==> src/rtl/mips_pkg.sv <==
// Shared definitions for the multi-cycle MIPS controller: opcode values,
// FSM state encoding, datapath mux/ALU encodings, trap causes and the
// bundle of datapath strobes produced by the state decoder.
package mips_pkg;

    localparam logic [5:0] OP_RTYPE = 6'b000000;
    localparam logic [5:0] OP_LW    = 6'b100011;
    localparam logic [5:0] OP_SW    = 6'b101011;
    localparam logic [5:0] OP_BEQ   = 6'b000100;
    localparam logic [5:0] OP_J     = 6'b000010;
    localparam logic [5:0] OP_JAL   = 6'b000011;
    localparam logic [5:0] OP_ADDI  = 6'b001000;

    localparam logic [1:0] ALUOP_ADD   = 2'b00;
    localparam logic [1:0] ALUOP_SUB   = 2'b01;
    localparam logic [1:0] ALUOP_FUNCT = 2'b10;

    localparam logic [1:0] SRCB_RT     = 2'b00;
    localparam logic [1:0] SRCB_FOUR   = 2'b01;
    localparam logic [1:0] SRCB_IMM    = 2'b10;
    localparam logic [1:0] SRCB_IMM_SH = 2'b11;

    localparam logic [1:0] PCSRC_ALU    = 2'b00;
    localparam logic [1:0] PCSRC_ALUOUT = 2'b01;
    localparam logic [1:0] PCSRC_JUMP   = 2'b10;

    localparam logic [1:0] TRAP_NONE        = 2'b00;
    localparam logic [1:0] TRAP_ILLEGAL     = 2'b01;
    localparam logic [1:0] TRAP_MEM_TIMEOUT = 2'b10;

    typedef enum logic [3:0] {
        S_IDLE,
        S_FETCH,
        S_DECODE,
        S_MEMADR,
        S_MEMRD,
        S_MEMWB,
        S_MEMWR,
        S_EXEC,
        S_RWB,
        S_BRANCH,
        S_JUMP,
        S_JAL,
        S_ADDI_EX,
        S_ADDI_WB,
        S_TRAP
    } state_t;

    typedef struct packed {
        logic       mem_req;
        logic       iord;
        logic       mem_read;
        logic       mem_write;
        logic       ir_write;
        logic       pc_write;
        logic       pc_write_cond;
        logic [1:0] pc_source;
        logic [1:0] alu_op;
        logic       alu_src_a;
        logic [1:0] alu_src_b;
        logic       reg_dst;
        logic       reg_write;
        logic       mem_to_reg;
        logic       jal;
        logic       retire;
        logic       trap;
    } ctrl_t;

    // States that wait on the memory handshake and are covered by the timeout.
    function automatic logic is_mem_state(input state_t s);
        return (s == S_FETCH) || (s == S_MEMRD) || (s == S_MEMWR);
    endfunction

endpackage

==> src/rtl/multicycle_ctrl_decode.sv <==
// State -> datapath strobe decode for the multi-cycle controller.
// Purely combinational. Every strobe is a function of the current state,
// except the FETCH write-back strobes and the MEMWR retire, which also
// follow mem_ready so they fire on the cycle the access completes.
// Ports:
//   state      in   current FSM state
//   mem_ready  in   memory access complete this cycle
//   ctrl       out  strobe bundle (all zero unless set by the state)
import mips_pkg::*;

module multicycle_ctrl_decode (
    input  state_t state,
    input  logic   mem_ready,
    output ctrl_t  ctrl
);

    always_comb begin
        ctrl = '0;
        case (state)
            S_FETCH: begin
                ctrl.mem_req   = 1'b1;
                ctrl.mem_read  = 1'b1;
                ctrl.iord      = 1'b0;
                ctrl.alu_src_a = 1'b0;
                ctrl.alu_src_b = SRCB_FOUR;
                ctrl.alu_op    = ALUOP_ADD;
                if (mem_ready) begin
                    ctrl.ir_write  = 1'b1;
                    ctrl.pc_write  = 1'b1;
                    ctrl.pc_source = PCSRC_ALU;
                end
            end
            S_DECODE: begin
                // Branch target is precomputed here so BRANCH can take it from ALUOut.
                ctrl.alu_src_a = 1'b0;
                ctrl.alu_src_b = SRCB_IMM_SH;
                ctrl.alu_op    = ALUOP_ADD;
            end
            S_MEMADR: begin
                ctrl.alu_src_a = 1'b1;
                ctrl.alu_src_b = SRCB_IMM;
                ctrl.alu_op    = ALUOP_ADD;
            end
            S_MEMRD: begin
                ctrl.mem_req  = 1'b1;
                ctrl.mem_read = 1'b1;
                ctrl.iord     = 1'b1;
            end
            S_MEMWB: begin
                ctrl.reg_write  = 1'b1;
                ctrl.reg_dst    = 1'b0;
                ctrl.mem_to_reg = 1'b1;
                ctrl.retire     = 1'b1;
            end
            S_MEMWR: begin
                ctrl.mem_req   = 1'b1;
                ctrl.mem_write = 1'b1;
                ctrl.iord      = 1'b1;
                ctrl.retire    = mem_ready;
            end
            S_EXEC: begin
                ctrl.alu_src_a = 1'b1;
                ctrl.alu_src_b = SRCB_RT;
                ctrl.alu_op    = ALUOP_FUNCT;
            end
            S_RWB: begin
                ctrl.reg_write = 1'b1;
                ctrl.reg_dst   = 1'b1;
                ctrl.retire    = 1'b1;
            end
            S_BRANCH: begin
                ctrl.alu_src_a     = 1'b1;
                ctrl.alu_src_b     = SRCB_RT;
                ctrl.alu_op        = ALUOP_SUB;
                ctrl.pc_write_cond = 1'b1;
                ctrl.pc_source     = PCSRC_ALUOUT;
                ctrl.retire        = 1'b1;
            end
            S_JUMP: begin
                ctrl.pc_write  = 1'b1;
                ctrl.pc_source = PCSRC_JUMP;
                ctrl.retire    = 1'b1;
            end
            S_JAL: begin
                ctrl.pc_write  = 1'b1;
                ctrl.pc_source = PCSRC_JUMP;
                ctrl.reg_write = 1'b1;
                ctrl.jal       = 1'b1;
                ctrl.retire    = 1'b1;
            end
            S_ADDI_EX: begin
                ctrl.alu_src_a = 1'b1;
                ctrl.alu_src_b = SRCB_IMM;
                ctrl.alu_op    = ALUOP_ADD;
            end
            S_ADDI_WB: begin
                ctrl.reg_write  = 1'b1;
                ctrl.reg_dst    = 1'b0;
                ctrl.mem_to_reg = 1'b0;
                ctrl.retire     = 1'b1;
            end
            S_TRAP: begin
                ctrl.trap = 1'b1;
            end
            default: begin
                ctrl = '0;
            end
        endcase
    end

endmodule

==> src/rtl/multicycle_ctrl.sv <==
// Multi-cycle sequencer for a single-ALU MIPS datapath with shared memory.
// Steps one instruction at a time through a Moore FSM, handshakes with a
// variable-latency memory, counts retired instructions and halts in TRAP
// on an illegal opcode or a memory access that never completes.
//
// Ports:
//   clk, rst_n              clock, async active-low reset
//   run                     fetch/execute enable, honoured at instruction boundaries
//   opcode                  IR[31:26], used in DECODE only
//   zero                    ALU zero flag for beq
//   mem_ready / mem_req     memory handshake
//   IorD .. jal             datapath strobes
//   retire, instr_count     retirement pulse and wrapping count
//   trap, trap_cause        sticky halt and its reason
//
// state     | meaning
// ----------+------------------------------------------------
// IDLE      | no instruction in flight, waiting for run
// FETCH     | read instruction at PC, PC <= PC+4 on mem_ready
// DECODE    | dispatch on opcode, precompute branch target
// MEMADR    | lw/sw effective address
// MEMRD     | lw data read
// MEMWB     | lw register write-back (final)
// MEMWR     | sw data write (final on mem_ready)
// EXEC      | R-type ALU operation
// RWB       | R-type write-back (final)
// BRANCH    | beq compare and conditional PC load (final)
// JUMP      | j PC load (final)
// JAL       | jal PC load and link to $31 (final)
// ADDI_EX   | addi ALU operation
// ADDI_WB   | addi write-back (final)
// TRAP      | halted until reset
import mips_pkg::*;

module multicycle_ctrl #(
    parameter int CNT_W       = 32,
    parameter int MEM_TIMEOUT = 16
) (
    input  logic             clk,
    input  logic             rst_n,
    input  logic             run,
    input  logic [5:0]       opcode,
    input  logic             zero,
    input  logic             mem_ready,
    output logic             mem_req,
    output logic             IorD,
    output logic             MemRead,
    output logic             MemWrite,
    output logic             IRWrite,
    output logic             pc_en,
    output logic [1:0]       PCSource,
    output logic [1:0]       ALUOp,
    output logic             ALUSrcA,
    output logic [1:0]       ALUSrcB,
    output logic             RegDst,
    output logic             RegWrite,
    output logic             MemtoReg,
    output logic             jal,
    output logic             retire,
    output logic [CNT_W-1:0] instr_count,
    output logic             trap,
    output logic [1:0]       trap_cause
);

    localparam bit TIMEOUT_EN = (MEM_TIMEOUT != 0);
    localparam int WAIT_W     = (MEM_TIMEOUT > 2) ? $clog2(MEM_TIMEOUT) : 1;
    // Down-counter reload: terminal count 0 is reached on the MEM_TIMEOUT-th wait cycle.
    localparam logic [WAIT_W-1:0] WAIT_LOAD =
        TIMEOUT_EN ? WAIT_W'(MEM_TIMEOUT - 1) : '0;

    state_t            state;
    state_t            state_next;
    ctrl_t             ctrl;
    logic              is_lw_q;
    logic [WAIT_W-1:0] wait_cnt;
    logic [1:0]        trap_cause_q;
    logic              wait_expired;
    state_t            after_final;

    multicycle_ctrl_decode u_decode (
        .state     (state),
        .mem_ready (mem_ready),
        .ctrl      (ctrl)
    );

    assign wait_expired = TIMEOUT_EN && is_mem_state(state) && !mem_ready
                          && (wait_cnt == '0);
    assign after_final  = run ? S_FETCH : S_IDLE;

    always_comb begin
        state_next = state;
        case (state)
            S_IDLE: begin
                if (run) state_next = S_FETCH;
            end
            S_FETCH: begin
                if (mem_ready)         state_next = S_DECODE;
                else if (wait_expired) state_next = S_TRAP;
            end
            S_DECODE: begin
                case (opcode)
                    OP_LW, OP_SW: state_next = S_MEMADR;
                    OP_RTYPE:     state_next = S_EXEC;
                    OP_BEQ:       state_next = S_BRANCH;
                    OP_J:         state_next = S_JUMP;
                    OP_JAL:       state_next = S_JAL;
                    OP_ADDI:      state_next = S_ADDI_EX;
                    default:      state_next = S_TRAP;
                endcase
            end
            S_MEMADR: begin
                // opcode may have moved on; use the lw/sw choice latched in DECODE.
                state_next = is_lw_q ? S_MEMRD : S_MEMWR;
            end
            S_MEMRD: begin
                if (mem_ready)         state_next = S_MEMWB;
                else if (wait_expired) state_next = S_TRAP;
            end
            S_MEMWR: begin
                if (mem_ready)         state_next = after_final;
                else if (wait_expired) state_next = S_TRAP;
            end
            S_EXEC:    state_next = S_RWB;
            S_ADDI_EX: state_next = S_ADDI_WB;
            S_MEMWB, S_RWB, S_BRANCH, S_JUMP, S_JAL, S_ADDI_WB: begin
                state_next = after_final;
            end
            S_TRAP:    state_next = S_TRAP;
            default:   state_next = S_IDLE;
        endcase
    end

    always_ff @(posedge clk or negedge rst_n) begin
        if (!rst_n) begin
            state        <= S_IDLE;
            is_lw_q      <= 1'b0;
            wait_cnt     <= WAIT_LOAD;
            instr_count  <= '0;
            trap_cause_q <= TRAP_NONE;
        end else begin
            state <= state_next;
            if (state == S_DECODE) begin
                is_lw_q <= (opcode == OP_LW);
            end
            // Every mem state is entered from a different state, so any
            // state change rearms the timer for the access that follows.
            if (state_next != state) begin
                wait_cnt <= WAIT_LOAD;
            end else if (wait_cnt != '0) begin
                wait_cnt <= wait_cnt - 1'b1;
            end
            if (ctrl.retire) begin
                instr_count <= instr_count + CNT_W'(1);
            end
            if ((state_next == S_TRAP) && (state != S_TRAP)) begin
                trap_cause_q <= (state == S_DECODE) ? TRAP_ILLEGAL : TRAP_MEM_TIMEOUT;
            end
        end
    end

    assign mem_req    = ctrl.mem_req;
    assign IorD       = ctrl.iord;
    assign MemRead    = ctrl.mem_read;
    assign MemWrite   = ctrl.mem_write;
    assign IRWrite    = ctrl.ir_write;
    assign pc_en      = ctrl.pc_write | (ctrl.pc_write_cond & zero);
    assign PCSource   = ctrl.pc_source;
    assign ALUOp      = ctrl.alu_op;
    assign ALUSrcA    = ctrl.alu_src_a;
    assign ALUSrcB    = ctrl.alu_src_b;
    assign RegDst     = ctrl.reg_dst;
    assign RegWrite   = ctrl.reg_write;
    assign MemtoReg   = ctrl.mem_to_reg;
    assign jal        = ctrl.jal;
    assign retire     = ctrl.retire;
    assign trap       = ctrl.trap;
    assign trap_cause = trap_cause_q;

endmodule

==> config.mk <==
export PLATFORM = sky130hd
export DESIGN_NAME = multicycle_ctrl
export DESIGN_NICKNAME = d
export VERILOG_FILES = /design/src/rtl/mips_pkg.sv /design/src/rtl/multicycle_ctrl_decode.sv /design/src/rtl/multicycle_ctrl.sv
export SDC_FILE = /design/constraint.sdc
export NUM_CORES = 1
export LEC_CHECK = 0
export ABC_AREA = 1
export CAP_MARGIN = 20
export CORE_MARGIN = 1.5
export CORE_UTILIZATION = 55
export CTS_CLUSTER_DIAMETER = 120
export CTS_CLUSTER_SIZE = 12
export DETAILED_ROUTE_END_ITERATION = 12
export DONT_BUFFER_PORTS = 1
export PLACE_DENSITY = 0.73
export SYNTH_ARGS = -nofsm -noshare
export SYNTH_HDL_FRONTEND = slang
export SYNTH_HIERARCHICAL = 1
export SYNTH_SLANG_ARGS = --single-unit
==> constraint.sdc <==
create_clock -name clk -period 2.12 [get_ports clk]
set_clock_uncertainty 0.1 [all_clocks]
set_input_delay 0.424 -clock clk [delete_from_list [all_inputs] [get_ports clk]]
set_output_delay 0.424 -clock clk [all_outputs]
set_load 0.005 [all_outputs]
# After elaboration in Yosys (flattened, before gate mapping)
# Cells that the tools add are included.
# Widths: inputs -> output; s select.
op_classes:
  n_div: 0
  order_cmp: 0
  shifts: 0
  n_eq_ne: 23
  bitwise_logic: 2
  addsub: 2
  n_reduce_logical: 18
  muxes: 27
  multipliers: 0
op_table:
  columns: ["cell", "count"]
  rows:
  - ["$pmux 4 s10", 1]
  - ["$add 32x1->32 const B", 1]
  - ["$eq 4x4->1 const B", 8]
  - ["$mux 4", 7]
  - ["$pmux 5 s5", 1]
  - ["$pmux 4 s6", 1]
  - ["$eq 4x3->1 const B", 4]
  - ["$eq 6x2->1 const B", 2]
  - ["$eq 6x6->1 const B", 2]
  - ["$mux 1", 10]
  - ["$reduce_or 2->1", 5]
  - ["$eq 4x2->1 const B", 2]
  - ["$logic_not 4->1", 2]
  - ["$pmux 2 s2", 2]
  - ["$eq 6x3->1 const B", 1]
  - ["$eq 6x4->1 const B", 1]
  - ["$logic_not 6->1", 1]
  - ["$mux 2", 3]
  - ["$reduce_or 6->1", 1]
  - ["$eq 4x1->1 const B", 1]
  - ["$ne 4x4->1", 1]
  - ["$ne 4x4->1 const B", 1]
  - ["$pmux 1 s2", 2]
  - ["$reduce_bool 4->1", 1]
  - ["other kinds (8)", 11]
totals:
  in_bits: 11
  mem_bits_rw: 0
  mem_bits_ro: 0
  elab_cells: 77
  out_inout_bits: 53
  latchBits: 0
  memories: 0
  ff_bits: 43

# Depth between registers and ports, before layout
logic_depth:
  ltp_word: 10
  depth_mapped: 16
  mapped_depth_nobuf: 16

# Hierarchy
# Netlist, hierarchy kept.
modules_own_cells:
  columns: ["module", "cells_per_inst", "n_inst", "area_each_um2"]
  rows:
  - ["multicycle_ctrl", 348, 1, 2666.3]
  - ["multicycle_ctrl_decode", 45, 1, 198.9]

# Worst setup path after synthesis
# OpenSTA, ideal clock, no wires.
synth_path:
  path_type: "register to register"
  start: "reg state[2]"
  end: "reg instr_count[24]"
  slack_ns: -0.184
  required_ns: 1.903
  setup_ns: 0.117
  path_stages_with_launch: 16
  arrival_time_ns: 2.087
  synth_period_minus_slack_ns: 2.304
  cell_sequence: "dfrtp_1 -> nand2_1 -> nor2_2 -> nand2_1 -> nand2_1 -> nand2_2 -> nor3_4 -> nand3_2 -> nor2_2 -> nand2_1 -> nor2_4 -> nand2_2 -> nor2_4 -> nand2_1 -> nand2_1 -> nand2_1"
synth_via:
  elab_chain_len: 3
  elab_cells_between_ends: 9
  classes_between: "eq/ne: 7; mux: 1; reduce/logical: 1"
synth_lines:
  columns: ["item", "line", "rtl"]
  rows:
  - ["start, declared", "multicycle_ctrl.sv:71", "state_t state;"]
  - ["start signal, assigned", "multicycle_ctrl.sv:141", "state <= state_next;"]
  - ["$eq 4x4->1 / $eq 4x3->1 (equally long branches)", "multicycle_ctrl_decode.sv:19", "case (state)"]
  - ["$reduce_or 6->1 (no source line)", null, null]
  - ["$pmux 1 s2 (*)", "multicycle_ctrl_decode.sv:19", null]
  - ["named net retire", "multicycle_ctrl.sv:59", "output logic retire,"]
  - ["end signal, assigned", "multicycle_ctrl.sv:153", "instr_count <= instr_count + CNT_W'(1);"]
  - ["end, declared", "multicycle_ctrl.sv:60", "output logic [CNT_W-1:0] instr_count,"]
# The timed path passes the listed nets; every way through them passes the cells marked *.
# A chain may end at the register's enable or synchronous reset.

# Worst setup path after layout
layout_path:
  start: "reg state[0]"
  end: "reg instr_count[26]"
layout_via:
  elab_chain_len: 3
  elab_cells_between_ends: 9
  classes_between: "eq/ne: 7; mux: 1; reduce/logical: 1"
layout_lines:
  columns: ["item", "line"]
  rows:
  - ["$eq 4x4->1 / $eq 4x3->1 (equally long branches)", "multicycle_ctrl_decode.sv:19"]
  - ["$reduce_or 6->1 (no source line)", null]
  - ["$pmux 1 s2 (*)", "multicycle_ctrl_decode.sv:19"]
# Every way passes the cells marked *; elsewhere a longest branch is shown, timed or not.

==> qor.yml <==
clock_insertion_delay_worst_skew_ns: 0.30
pin_count_of_the_biggest_net_entering_global_routing: 44
fp.coreArea_mm2: 0.005075
layout.cell_area.non_filler_mm2: 0.003405
syn_nets: 407
number_of_placement_rows: 26
drt.antenna.violating_nets: 0
post-route-period-util_pct: 105.8
detail_route.iter0.violations: 130
die-height_um: 75.18
worst_slack_at_placement_ns: 0.02100
place.detailed.hpwl_um: 5081
die_w_um: 75.18
drc_errors: 0
slew_violations: 0
fin_setup_tns_ns: -0.1578
max-clock-path-buffers: 2
power.density_mw_per_mm2: 927.2
crit_path_end_kind: "flip-flop"
synth_seq_cells: 43
cpLargestDelayFamily: "simple AND/OR/NAND/NOR gates"
holdCritStartpoint: "opcode[4]"
worst_path_largest_cell_delay_ns: 0.41
dpl-instance-area_mm2: 0.003104
firstDrtPassIters: 4
setup_failing_eps_final: 2
failing_checks: "setup timing"
syn-mean-instance-area_um2: 7.291
critical_path.reg2reg.startpoint: "state[0]"
fmax_mhz: 446.0
worst-r2r-setup-slack_ns: -0.12
critical_path_class: "flip-flop to flip-flop"
synth-async-reset-ratio_pct: 100.0
routed_wire_length_per_instance_um: 14.02
timing.critical_path.mode_cell: "sky130_fd_sc_hd__nand2_2"
track_usage_pct: 23.94
cts-htree-levels: 2
layout.nets: 439
cts_tree: "yes"
critical_path.n_buffers_inverters: 1
ys_dominant_reg_cell: "sky130_fd_sc_hd__dfrtp_1"
synth_enable_flop_cells: 0
report.final.hold_viol_count: 0
worst-path-stages: 13
syn-instance-count: 393
synth.yosys.warnings: 6
cts_root_buf: "sky130_fd_sc_hd__clkbuf_8"
worst-r2r-cell-count: 13
clk_pin_slew_worst_paths_ns: 0.09
share_of_post_route_cells_with_drive_strength_above_1_pct: 22.77
timing.max_slew.rel_slack_pct: 67.91
max-vdd-ir-drop_uv: 864.4
route.final.wire_length_um: 6956
dpl.cell_count: 480
initial_antenna_violation_count: 0
worst-endpoint-arrival_ns: 2.32
timing.hold.worst_endpoint: "is_lw_q"
synth.yosys.seq_area_share_pct: 37.73
timing.critical_path.fanout_max: 4
rsz0062_at_grt: "true"
ys_types: 35
setup.worst_path.start_class: "flip-flop"
run_status: "finished, violations left"
timing.rr.end: "instr_count[26]"
hold_path_class: "input port to flip-flop"
synthesis.area_mm2: 0.002865
fin_worst_hold_slack_ns: 0.2299
first_pass_grt_wire_length_um: 10470
routed-via-count: 2706
hold_path_depth: 3
first_global_vias: 2454
post_layout_nonfiller_instances: 496
crit_path_cell_trace: "inv_2 > nand2_2 > nor2_2 > nand2_1 > nand2_2 > nand2_2 > nor3_4 > nand3_4 > nor2_4 > nand3_1 > nor2_2 > nand3_1 > xnor2_2"
num_io_pins: 64
cpMaxStageDelayCell: "sky130_fd_sc_hd__dfrtp_2"
cp_data_required_time_ns: 2.20
cts.sinks: 43
initial_core_util_pct: 56.46
grt.overflow.total: 0
area_delta_synth_final_pct: 18.82
clock_buffers_created_by_tritoncts: 5
cellLeakagePower_nw: 1.714
antenna_cells_inserted: 0
numPortBuffers: 0
post-route-worst-setup-slack_ns: -0.1222
full_die_area_mm2: 0.005651
finalWeightedCongestion: 0.9286
post_drt_via_cell_ratio: 5.456
tightest_slew_ns: 0.4777
time_the_worst_path_needs_with_i_o_delays_and_setup_ns: 2.242
count_of_maximum_capacitance_violations: 0
-- synthesized netlist by cell type (6+ instances only) --
cell	instances	share of area (%)
sky130_fd_sc_hd__nand2_1	100	13
sky130_fd_sc_hd__nor2_1	46	6.0
sky130_fd_sc_hd__dfrtp_1	39	34
sky130_fd_sc_hd__inv_1	39	5.1
sky130_fd_sc_hd__nand3_1	34	5.9
sky130_fd_sc_hd__xor2_1	21	6.4
sky130_fd_sc_hd__nand4_1	14	3.1
sky130_fd_sc_hd__nor3_1	13	2.3
sky130_fd_sc_hd__inv_2	11	1.4
sky130_fd_sc_hd__o21ai_0	9	1.6
sky130_fd_sc_hd__xnor2_1	8	2.4
sky130_fd_sc_hd__nand2_2	7	1.5
sky130_fd_sc_hd__nor2_2	7	1.5
sky130_fd_sc_hd__a21oi_1	6	1.0
-- cell families (layout without fill, tap and decap cells) --
logic type / count (synthesis) / count (layout) / share of synthesized area (%)
AND/OR/NAND/NOR: 241 / 241 / 40.39
buffers and inverters: 53 / 86 / 7.118
flip-flops: 43 / 43 / 37.73
XOR/XNOR: 29 / 29 / 8.865
AO/OA/AOI/OAI: 24 / 24 / 4.586
adder cells (fa/ha/maj): 3 / 3 / 1.310
-- layout make-up --
| type | instances | area (um2) |
|---|---|---|
| inverters | 50 | 187.7 |
| multi-input cells | 297 | 1703 |
| flip-flops and latches | 43 | 1085 |
| clock buffers | 5 | 68.82 |
| repair buffers | 28 | 229.0 |
| clock inverters | 3 | 43.79 |
| fillers | 436 | 1670 |
| well taps | 70 | 87.58 |
-- repair_timing --
action                                 in CTS  in global routing
hold buffers                                2                  0
resized for setup                           0                 22
endpoints found under the hold margin      43                  0
buffers inserted                            0                  6
setup endpoints to repair                   0                 15
-- routing by layer --
metal | share of wire, % | vias up | GRT usage [%] | wire length (um)
li1 | - | 1328 | - | -
met1 | 42 | 1264 | 29.07 | 2909
met2 | 50 | 101 | 41.40 | 3503
met3 | 5.8 | 13 | 5.890 | 403
met4 | 2.0 | 0 | 8.333 | 140
met5 | 0 | - | 0 | 0
-- per-stage QoR --
stage / total power, mW / utilization [%]
6_report: 3.157 / 67.09
5_1_grt: 3.367 / 67.09
4_1_cts: 3.055 / 63.98
3_5_place_dp: 2.384 / 61.17
3_3_place_gp: 2.353 / 61.17
2_1_floorplan: 1.978 / -
-- power breakdown --
group | internal, mW | leakage, nW | switching (mW) | total [mW]
Clock | 0.351 | 0.0581 | 0.287 | 0.638
Combinational | 0.514 | 1.11 | 0.968 | 1.48
Sequential | 0.936 | 0.550 | 0.100 | 1.04
Total | 1.80 | 1.71 | 1.36 | 3.16
-- cells in the final DEF, fill, tap and decap left out, types with 2 or more instances in the layout --
cell,netlist,final
sky130_fd_sc_hd__nand2_1,100,96
sky130_fd_sc_hd__nor2_1,46,41
sky130_fd_sc_hd__inv_1,39,38
sky130_fd_sc_hd__dfrtp_1,39,36
sky130_fd_sc_hd__nand3_1,34,32
sky130_fd_sc_hd__buf_4,1,25
sky130_fd_sc_hd__xor2_1,21,20
sky130_fd_sc_hd__nand4_1,14,14
sky130_fd_sc_hd__nor3_1,13,13
sky130_fd_sc_hd__inv_2,11,12
sky130_fd_sc_hd__nand2_2,7,10
sky130_fd_sc_hd__o21ai_0,9,9
sky130_fd_sc_hd__nor2_2,7,8
sky130_fd_sc_hd__nor2_4,3,7
sky130_fd_sc_hd__a21oi_1,6,6
sky130_fd_sc_hd__xnor2_1,8,6
sky130_fd_sc_hd__clkbuf_8,0,5
sky130_fd_sc_hd__o21ai_1,4,4
sky130_fd_sc_hd__nand3_2,4,4
sky130_fd_sc_hd__nor3_4,1,4
sky130_fd_sc_hd__nand3b_1,4,4
sky130_fd_sc_hd__dfstp_2,4,4
sky130_fd_sc_hd__ha_1,3,3
sky130_fd_sc_hd__dfrtp_2,0,3
sky130_fd_sc_hd__nand3_4,0,2
sky130_fd_sc_hd__xnor2_2,0,2
-- how the worst max path moves through the flow --
stage                        start  slack [ns]               to
final                     state[0]       -0.12  instr_count[26]
after global routing      state[0]       -0.30  instr_count[26]
after CTS                 state[3]       0.003  instr_count[26]
after detailed placement  state[0]        0.02  instr_count[30]
after global placement    state[3]        0.07  instr_count[30]
after floorplan           state[0]       -0.04  instr_count[30]
-- flip-flops by register name, indices dropped and copies added, names as in the netlist --
name / cells
state: 4
instr_count: 32
is_lw_q: 1
trap_cause: 2
wait_cnt: 4
-- worst register-to-register path, delay by kind of cell, from the launching register on --
| kind | cells | cell delay (ns) |
|---|---|---|
| simple gates | 11 | 1.36 |
| flops | 1 | 0.41 |
| xor+xnor | 1 | 0.18 |
| buf+inv | 1 | 0.08 |
Power figures use the tool's default switching activity.
